File: src/rtl/ffcp_rx_sack_server_pkg.sv
// ffcp_rx_sack_server_pkg: shared FFCP widths, defaults and packet type codes
package ffcp_rx_sack_server_pkg;
  localparam int FFCP_INDEX_LEN   = 6;
  localparam int FFCP_WINDOW_LEN  = 8;
  localparam int FFCP_SACK_LEN    = FFCP_WINDOW_LEN;
  localparam int FFCP_ACK_HOLDOFF = 16;
  typedef enum logic [1:0] {
    FFCP_TYPE_DATA = 2'd0,
    FFCP_TYPE_SYN  = 2'd1,
    FFCP_TYPE_ACK  = 2'd2,
    FFCP_TYPE_SACK = 2'd3
  } ffcp_type_e;
endpackage

File: src/rtl/ffcp_rx_bitmap.sv
// ffcp_rx_bitmap: receive window head, arrival bitmap, window classification and shift-advance
module ffcp_rx_bitmap
  import ffcp_rx_sack_server_pkg::*;
#(
  parameter int INDEX_LEN  = FFCP_INDEX_LEN,
  parameter int WINDOW_LEN = FFCP_WINDOW_LEN
) (
  input  logic                  i_clk,
  input  logic                  i_rst_n,
  input  logic                  i_syn,
  input  logic                  i_inclk,
  input  logic [INDEX_LEN-1:0]  i_in_index,
  output logic [INDEX_LEN-1:0]  o_head,
  output logic [WINDOW_LEN-1:0] o_bitmap,
  output logic                  o_accept,
  output logic                  o_dup,
  output logic                  o_behind,
  output logic                  o_adv
);
  localparam logic [INDEX_LEN-1:0] BEHIND_MIN = INDEX_LEN'((2 ** INDEX_LEN) - WINDOW_LEN);
  logic [INDEX_LEN-1:0]  r_head;
  logic [WINDOW_LEN-1:0] r_bitmap;
  logic [INDEX_LEN-1:0]  w_off;
  logic [WINDOW_LEN-1:0] w_next;
  logic                  w_valid, w_in_win, w_hit;
  // Offset is taken modulo the sequence space so the window survives index wrap
  assign w_off    = i_in_index - r_head;
  assign w_valid  = i_inclk && !i_syn;
  assign w_in_win = w_off < INDEX_LEN'(WINDOW_LEN);
  assign w_hit    = |(r_bitmap & (WINDOW_LEN'(1) << w_off));
  assign o_adv    = r_bitmap[0];
  assign o_accept = w_valid && w_in_win && !w_hit;
  assign o_behind = w_valid && (w_off >= BEHIND_MIN);
  assign o_dup    = o_behind || (w_valid && w_in_win && w_hit);
  assign w_next   = (r_bitmap >> o_adv) | (o_accept ? WINDOW_LEN'(1) << (w_off - INDEX_LEN'(o_adv)) : '0);
  assign o_head   = r_head;
  assign o_bitmap = r_bitmap;
  // Slide the window by at most one slot per cycle while marking the new arrival
  always_ff @(posedge i_clk or negedge i_rst_n) begin
    if (!i_rst_n) begin
      r_head   <= '0;
      r_bitmap <= '0;
    end else if (i_syn) begin
      r_head   <= INDEX_LEN'(1);
      r_bitmap <= '0;
    end else begin
      r_head   <= r_head + INDEX_LEN'(o_adv);
      r_bitmap <= w_next;
    end
  end
endmodule

File: src/rtl/ffcp_rx_sack_server.sv
// ffcp_rx_sack_server: receive window tracker issuing coalesced cumulative acks with SACK bitmap
module ffcp_rx_sack_server
  import ffcp_rx_sack_server_pkg::*;
#(
  parameter int INDEX_LEN   = FFCP_INDEX_LEN,
  parameter int WINDOW_LEN  = FFCP_WINDOW_LEN,
  parameter int ACK_HOLDOFF = FFCP_ACK_HOLDOFF,
  parameter bit SACK_EN     = 1'b1
) (
  input  logic                  i_clk,
  input  logic                  i_rst_n,
  input  logic                  i_syn,
  input  logic                  i_inclk,
  input  logic [INDEX_LEN-1:0]  i_in_index,
  input  logic                  i_downstream_done,
  output logic                  o_accept,
  output logic                  o_dup,
  output logic                  o_outclk,
  output logic [INDEX_LEN-1:0]  o_out_index,
  output logic [WINDOW_LEN-1:0] o_out_sack
);
  localparam int HW = $clog2(ACK_HOLDOFF + 1);
  localparam logic [HW-1:0] HOLD_MAX = HW'(ACK_HOLDOFF - 1);
  logic [INDEX_LEN-1:0]  w_head;
  logic [WINDOW_LEN-1:0] w_bitmap;
  logic                  w_behind, w_adv, w_fire;
  logic                  r_ack_pending, r_downstream_rdy;
  logic [HW-1:0]         r_hold_cnt;
  ffcp_rx_bitmap #(
    .INDEX_LEN (INDEX_LEN),
    .WINDOW_LEN(WINDOW_LEN)
  ) u_bitmap (
    .i_clk     (i_clk),
    .i_rst_n   (i_rst_n),
    .i_syn     (i_syn),
    .i_inclk   (i_inclk),
    .i_in_index(i_in_index),
    .o_head    (w_head),
    .o_bitmap  (w_bitmap),
    .o_accept  (o_accept),
    .o_dup     (o_dup),
    .o_behind  (w_behind),
    .o_adv     (w_adv)
  );
  // A gap in the window acks at once as a retransmit hint; in-order data waits out the holdoff
  assign w_fire = r_ack_pending && !w_bitmap[0] && r_downstream_rdy && !i_inclk &&
                  (r_hold_cnt == HOLD_MAX || |w_bitmap);
  assign o_outclk    = w_fire;
  assign o_out_index = w_head;
  assign o_out_sack  = SACK_EN ? w_bitmap : '0;
  // Ack bookkeeping: pending flag, coalescing timer and downstream handshake
  always_ff @(posedge i_clk or negedge i_rst_n) begin
    if (!i_rst_n) begin
      r_ack_pending    <= 1'b0;
      r_hold_cnt       <= '0;
      r_downstream_rdy <= 1'b1;
    end else begin
      r_ack_pending    <= i_syn || w_adv || w_behind || (r_ack_pending && !w_fire);
      r_hold_cnt       <= i_syn ? HOLD_MAX :
                          (!r_ack_pending || w_fire) ? '0 :
                          (r_hold_cnt == HOLD_MAX) ? r_hold_cnt : r_hold_cnt + HW'(1);
      r_downstream_rdy <= w_fire ? 1'b0 : (i_downstream_done || r_downstream_rdy);
    end
  end
endmodule
File: config.mk
export PLATFORM = sky130hd
export DESIGN_NAME = ffcp_rx_sack_server
export DESIGN_NICKNAME = d
export VERILOG_FILES = /design/src/rtl/ffcp_rx_sack_server_pkg.sv /design/src/rtl/ffcp_rx_bitmap.sv /design/src/rtl/ffcp_rx_sack_server.sv
export SDC_FILE = /design/constraint.sdc
export NUM_CORES = 1
export LEC_CHECK = 0
export BUFFER_PORTS_ARGS = -buffer_cell sky130_fd_sc_hd__buf_2
export CAP_MARGIN = 20
export CORE_ASPECT_RATIO = 1.5
export CORE_MARGIN = 10
export CORE_UTILIZATION = 50
export DETAILED_ROUTE_END_ITERATION = 12
export GPL_TIMING_DRIVEN = 0
export PLACE_DENSITY = 0.82
export SLEW_MARGIN = 20
export SYNTH_ARGS = -nofsm -noshare
export SYNTH_HDL_FRONTEND = slang
export SYNTH_SLANG_ARGS = --single-unit
export TNS_END_PERCENT = 5
File: constraint.sdc
create_clock -name i_clk -period 3.4 [get_ports i_clk]
set_clock_uncertainty 0.05 [all_clocks]
set_input_delay 0.17 -clock i_clk [delete_from_list [all_inputs] [get_ports i_clk]]
set_output_delay 0.17 -clock i_clk [all_outputs]
set_load 0.03 [all_outputs]
Word level (Yosys, flattened, before mapping)
Index checks and enable logic that the tools add are counted. W data, S select, Z words.

Flip-flop bits (word level): 21. Latch bits: 0. Bits in writable memories: 0. Bits in read-only memories: 0. Bits of input ports: 11. Output and inout bits: 17. Word-level logic and storage cells: 50. Memories: 0.

Add/sub/neg operators: 4. Multipliers: 0. Div/mod/pow operators: 0. Magnitude comparators: 2. Equal/unequal tests: 2. Shifts and indexed selects: 3. Mux-type cells: 7. Bitwise gates (word level): 2. Reduce and logical (&&, ||, !) cells: 25.

Operators by type and width (count): $mux W8 (2); $reduce_or A8 Y1 (2); $shl A1 B6 Y8 const A (2); $mux W5 (3); $logic_and A1 B1 Y1 (10); $and A8 B8 Y8 (1); $or A8 B8 Y8 (1); $shr A8 B1 Y8 (1); $logic_or A1 B1 Y1 (7); $add A6 B1 Y6 (1); $ge A6 B6 Y1 const B (1); $logic_not A1 Y1 (6); $lt A6 B4 Y1 const B (1); $mux W6 (1); $sub A6 B1 Y6 (1); $sub A6 B6 Y6 (1); $add A5 B1 Y5 const B (1); $eq A5 B4 Y1 const B (1); $ne A3 B3 Y1 const B (1); $mux W1 (1).

Logic depth before layout (Yosys ltp)
Depth in word-level cells: 9. Mapped depth: 11. Gate-level depth less buffers: 11.

Cells and area by module
Synthesis repeated with hierarchy kept, for this count alone.

Cell total of the unflattened synthesis: 142. Area, all modules: 1529.0 um^2.

By module, submodules not included: ffcp_rx_bitmap (times used 1, cells each 106, area an instance 1103.6 um^2, sequential area each 350.3 um^2); ffcp_rx_sack_server (times used 1, cells each 36, area an instance 425.4 um^2, sequential area each 176.4 um^2).

Worst setup path before layout
No wires, ideal clock.

Kind: register -> register. From: register u_bitmap.r_head[0], in the netlist u_bitmap.o_head[0]. To: register u_bitmap.r_bitmap[5], in the netlist u_bitmap.o_bitmap[5]. Library setup time: 0.096 ns. Arrival time: 3.038 ns. Required time: 3.254 ns. Path slack: 0.216 ns. Cell stages (with the launch flop): 10. Path buffers: 0. Period minus slack after synthesis: 3.184 ns. Cells stage by stage: dfrtp_1 > ha_1 > inv_1 > fa_1 > mux4_2 > mux2i_1 > nand3b_1 > nor4_4 > o21ai_2 > o32ai_2.

Word-level cells in the longest chain between the ends: 9. Elaborated cells between the ends (all ways): 13. Those cells by class: add/sub (2); order compare (1); shift (2); mux (2); bitwise (2); reduce/logical (4).

RTL lines: from (decl) (RTL line ffcp_rx_bitmap.sv:21) `logic [INDEX_LEN-1:0] r_head;`; from (signal assigned) (RTL line ffcp_rx_bitmap.sv:47) `r_head <= r_head + INDEX_LEN'(o_adv);`; $sub A6 B6 Y6 * (RTL line ffcp_rx_bitmap.sv:27) `assign w_off = i_in_index - r_head;`; parallel branches: the longest is 4 deep, another holds $lt A6 B4 Y1; $logic_and A1 B1 Y1 * (RTL line ffcp_rx_bitmap.sv:32) `assign o_accept = w_valid && w_in_win && !w_hit;`; via o_accept (RTL line ffcp_rx_sack_server.sv:16) `output logic o_accept,`; $mux W8 * (RTL line ffcp_rx_bitmap.sv:35) `assign w_next = (r_bitmap >> o_adv) | (o_accept ? WINDOW_LEN'(1) << (w_off - INDEX_LEN'(o_adv)) : '0);`; $or A8 B8 Y8 * (RTL line ffcp_rx_bitmap.sv:35); $mux W8 * (RTL line ffcp_rx_bitmap.sv:43) `end else if (i_syn) begin`; to (signal assigned) (RTL line ffcp_rx_bitmap.sv:48) `r_bitmap <= w_next;`; to (decl) (RTL line ffcp_rx_bitmap.sv:22) `logic [WINDOW_LEN-1:0] r_bitmap;`.

Mark *: on every way through the listed nets, which the timed path passes. A chain may end at the register's enable or synchronous reset.

Worst setup path after layout
From: register u_bitmap.r_head[0], in the netlist u_bitmap.o_head[0]. To: output o_accept.

Word-level cells in the longest chain between the ends: 6. Elaborated cells between the ends (all ways): 8. Those cells by class: add/sub (1); order compare (1); shift (1); bitwise (1); reduce/logical (4).

RTL lines (RTL line): $sub A6 B6 Y6 * (ffcp_rx_bitmap.sv:27); parallel branches: the longest is 4 deep, another holds $lt A6 B4 Y1; $logic_and A1 B1 Y1 * (ffcp_rx_bitmap.sv:32); to (decl) (ffcp_rx_sack_server.sv:16).

Every way passes the cells marked *.

==> qor.txt <==
Drt drc: 0
Final Net Count: 208
Max stage delay cell, worst path: fa_1
Clk buf depth: 2
Drt pass-1 iters: 4
CP bufs+invs: 2
Hpwl dp: 3047 um
WHS Path Cells: 3
Post-CTS setup buffer count: 0
DR iter-0 viols: 77
Synth unique cells: 43
FMAX: 321.8 MHz
Worst endpoint data arrival time: 2.89 ns
RSZ-0062 raised after global routing: no
Layout cells sized above 1: 0.2609
Die ar.: 0.005719 mm^2
Placement Rows: 24
Crit end category: output pin
Worst-path fanout max: 4
Reg2Reg Launch Point: u_bitmap.o_head[0]$_DFF_PN0_
H-tree depth: 1
Hold wc startpoint: i_downstream_done
Vias/cell: 5.839
GP Congestion: 0.8556
RR Endpoint: u_bitmap.o_bitmap[4]$_DFF_PN0_
Drt total wl: 3722 um
Hold Fails Final Rpt: 0
Area of the mapped netlist: 0.001530 mm^2
Share of the yosys chip area belonging to registers: 0.3442
Delay-heaviest family, CP: adder cells
Slew @ Worst Pin: 0.7110 ns
Starting Density: 0.5253
Pleak: 0.7908 nW
FF-to-FF setup slack: 0.42 ns
Die width: 65.17 um
CTS resizes: 0
Pwr/cell area: 430.2 mW/mm^2
Status: finished clean
Synthesized area per cell: 10.07 um^2
Hold endpoint: r_downstream_rdy$_DFF_PN1_
Tmin final: 3.108 ns
Ys Warns: 0
CP Launch Type: flip-flop
Tcrit/Tclk final: 0.9140
Pin count of the biggest net entering global routing: 22
Ant diodes: 0
Post-synth net total: 175
GR Overflow Total: 0
Area growth syn-to-layout: 15.62%
Detail Route Antenna Nets: 0
Setup CP Type: flip-flop to output pin
Drt wl/cell: 16.69 um
Vias in the first global route: 1,388
FF+latch count, synth: 21
Ys async rst share: 1.000
Ys flop type: dfrtp_1
Root buf cell: clkbuf_8
Port Buffers: 27
VDD IR max: 380.8 uV
Max_cap viols: 0
Synth Instances: 152
TritonCTS clock tree: done
CP cell instances: ha_1 -> inv_1 -> fa_1 -> mux4_2 -> mux2i_1 -> nand3b_1 -> nor4_4 -> buf_2
Worst R2R Path Depth: 9
Num CTS Buffers: 3
Cts hold-fix bufs: 1
Worst skew pair latency: 0.27 ns
Core Region: 0.002913 mm^2
Setup-failing EPs final: 0
Clk sinks: 21
CP required: 3.18 ns
Setup TNS: 0 ns
Die H: 87.76 um
Initial antenna violation count: 0
Worst path max stage delay: 0.60 ns
Max_slew headroom: 0.5226
Layout Utilization: 0.6074
Hold crit path type: primary input to flip-flop
IO Pins: 28
Vias: 1,302
All-Layer GR Usage: 0.1352
Number of flops mapped to enable cells by yosys: 0
Max Transition Viols Final: 0
Worst-path clk slew: 0.07 ns
First-pass GRT wire length: 6251 um
[Yosys cell counts, drive strengths merged (4+ instances only)]
master  instances  share of area
a21oi           5          0.021
nor3            4          0.013
o21bai          4          0.020
xor2            5          0.029
nor4            4          0.026
mux2i           9          0.059
inv             9          0.022
nand3           5          0.016
xnor2           7          0.040
nor2           15          0.038
o31ai           4          0.020
nor2b           4          0.016
ha             11          0.090
buf             4          0.022
nand2           6          0.015
dfrtp          20           0.33
[per-stage QoR]
stage               hold WS [ns]  power [mW]  instances  area (um^2)  worst slack (ns)
floorplan                -0.1756      0.5299        152         1530            0.2159
global placement         0.08736      0.5735        218         1714            0.5489
detailed placement        0.1025      0.6045        218         1714            0.4558
CTS                      0.07623      0.7676        223         1769            0.2733
global route              0.1165      0.8122        223         1769           0.07275
finish                   0.06993      0.7611        223         1769            0.2924
[worst min-delay path, cell delays in order]
cell and delay, ns:
buf_2 0.10, nor2_1 0.07, nor2_1 0.05
[worst max path at each step]
stage                                 start                              to  slack, ns  depth (start not counted)
2_1_floorplan  u_bitmap.o_head[0]$_DFF_PN0_  u_bitmap.o_bitmap[5]$_DFF_PN0_       0.22                          9
3_3_place_gp   u_bitmap.o_head[0]$_DFF_PN0_  u_bitmap.o_bitmap[4]$_DFF_PN0_       0.55                          9
3_5_place_dp   u_bitmap.o_head[0]$_DFF_PN0_  u_bitmap.o_bitmap[4]$_DFF_PN0_       0.46                          9
4_1_cts        u_bitmap.o_head[0]$_DFF_PN0_                        o_accept       0.27                          8
5_1_grt        u_bitmap.o_head[0]$_DFF_PN0_                        o_accept       0.07                          8
6_report       u_bitmap.o_head[0]$_DFF_PN0_                        o_accept       0.29                          8
[layer usage]
| layer | global-route usage | up-vias | wire length, um |
|---|---|---|---|
| li1 | - | 612 | - |
| met1 | 0.1329 | 630 | 1395 |
| met2 | 0.2529 | 47 | 2030 |
| met3 | 0.02174 | 13 | 184 |
| met4 | 0.08594 | 0 | 111 |
| met5 | 0 | - | 0 |
[cell families after synthesis]
kind of cell / share of synthesized area
XOR/XNOR: 0.08340
buffers and inverters: 0.04906
adder cells (fa/ha/maj): 0.1030
AND/OR/NAND/NOR: 0.1954
flip-flops: 0.3442
AO/OA/AOI/OAI: 0.1366
multiplexers: 0.08831
[layout by cell type (no fill, tap or decap), types with 2 or more instances in the layout]
cell type,count
mux4_2,2
buf_2,27
xnor2_1,7
xor2_1,5
nand3b_1,2
nand2_1,6
clkbuf_8,3
o21bai_1,4
nor3_1,4
inv_1,9
and3_1,3
clkbuf_1,3
ha_1,11
nand2b_1,3
o31ai_1,4
or2_2,3
o21ai_2,2
nor4_1,3
buf_4,3
a21oi_1,3
mux2i_1,9
o2111ai_1,2
o22ai_1,3
a21oi_2,2
nand3_1,5
nor2b_1,4
nor2_1,14
dfrtp_1,20
[layout make-up]
cell class                      instances  area, um^2
Multi-Input combinational cell        116       928.4
Inverter                                9       33.78
Tap cell                               39       48.80
Clock buffer                            4       45.04
Timing Repair Buffer                   28       145.1
Sequential cell                        21       526.8
Buffer                                  6       41.29
Fill cell                             245        1144
[power breakdown]
| part | internal (mW) | switching [mW] | leakage [nW] |
|---|---|---|---|
| Sequential | 0.290 | 0.0257 | 0.265 |
| Combinational | 0.118 | 0.164 | 0.503 |
| Clock | 0.0836 | 0.0796 | 0.0228 |
| Total | 0.492 | 0.269 | 0.791 |
[sequential cells by signal (all words and copies together), names as in the netlist]
signal / flops
u_bitmap.o_head: 6
r_hold_cnt: 5
r_ack_pending: 1
u_bitmap.o_bitmap: 8
r_downstream_rdy: 1
Note: power is estimated with default switching activity, not from simulation.
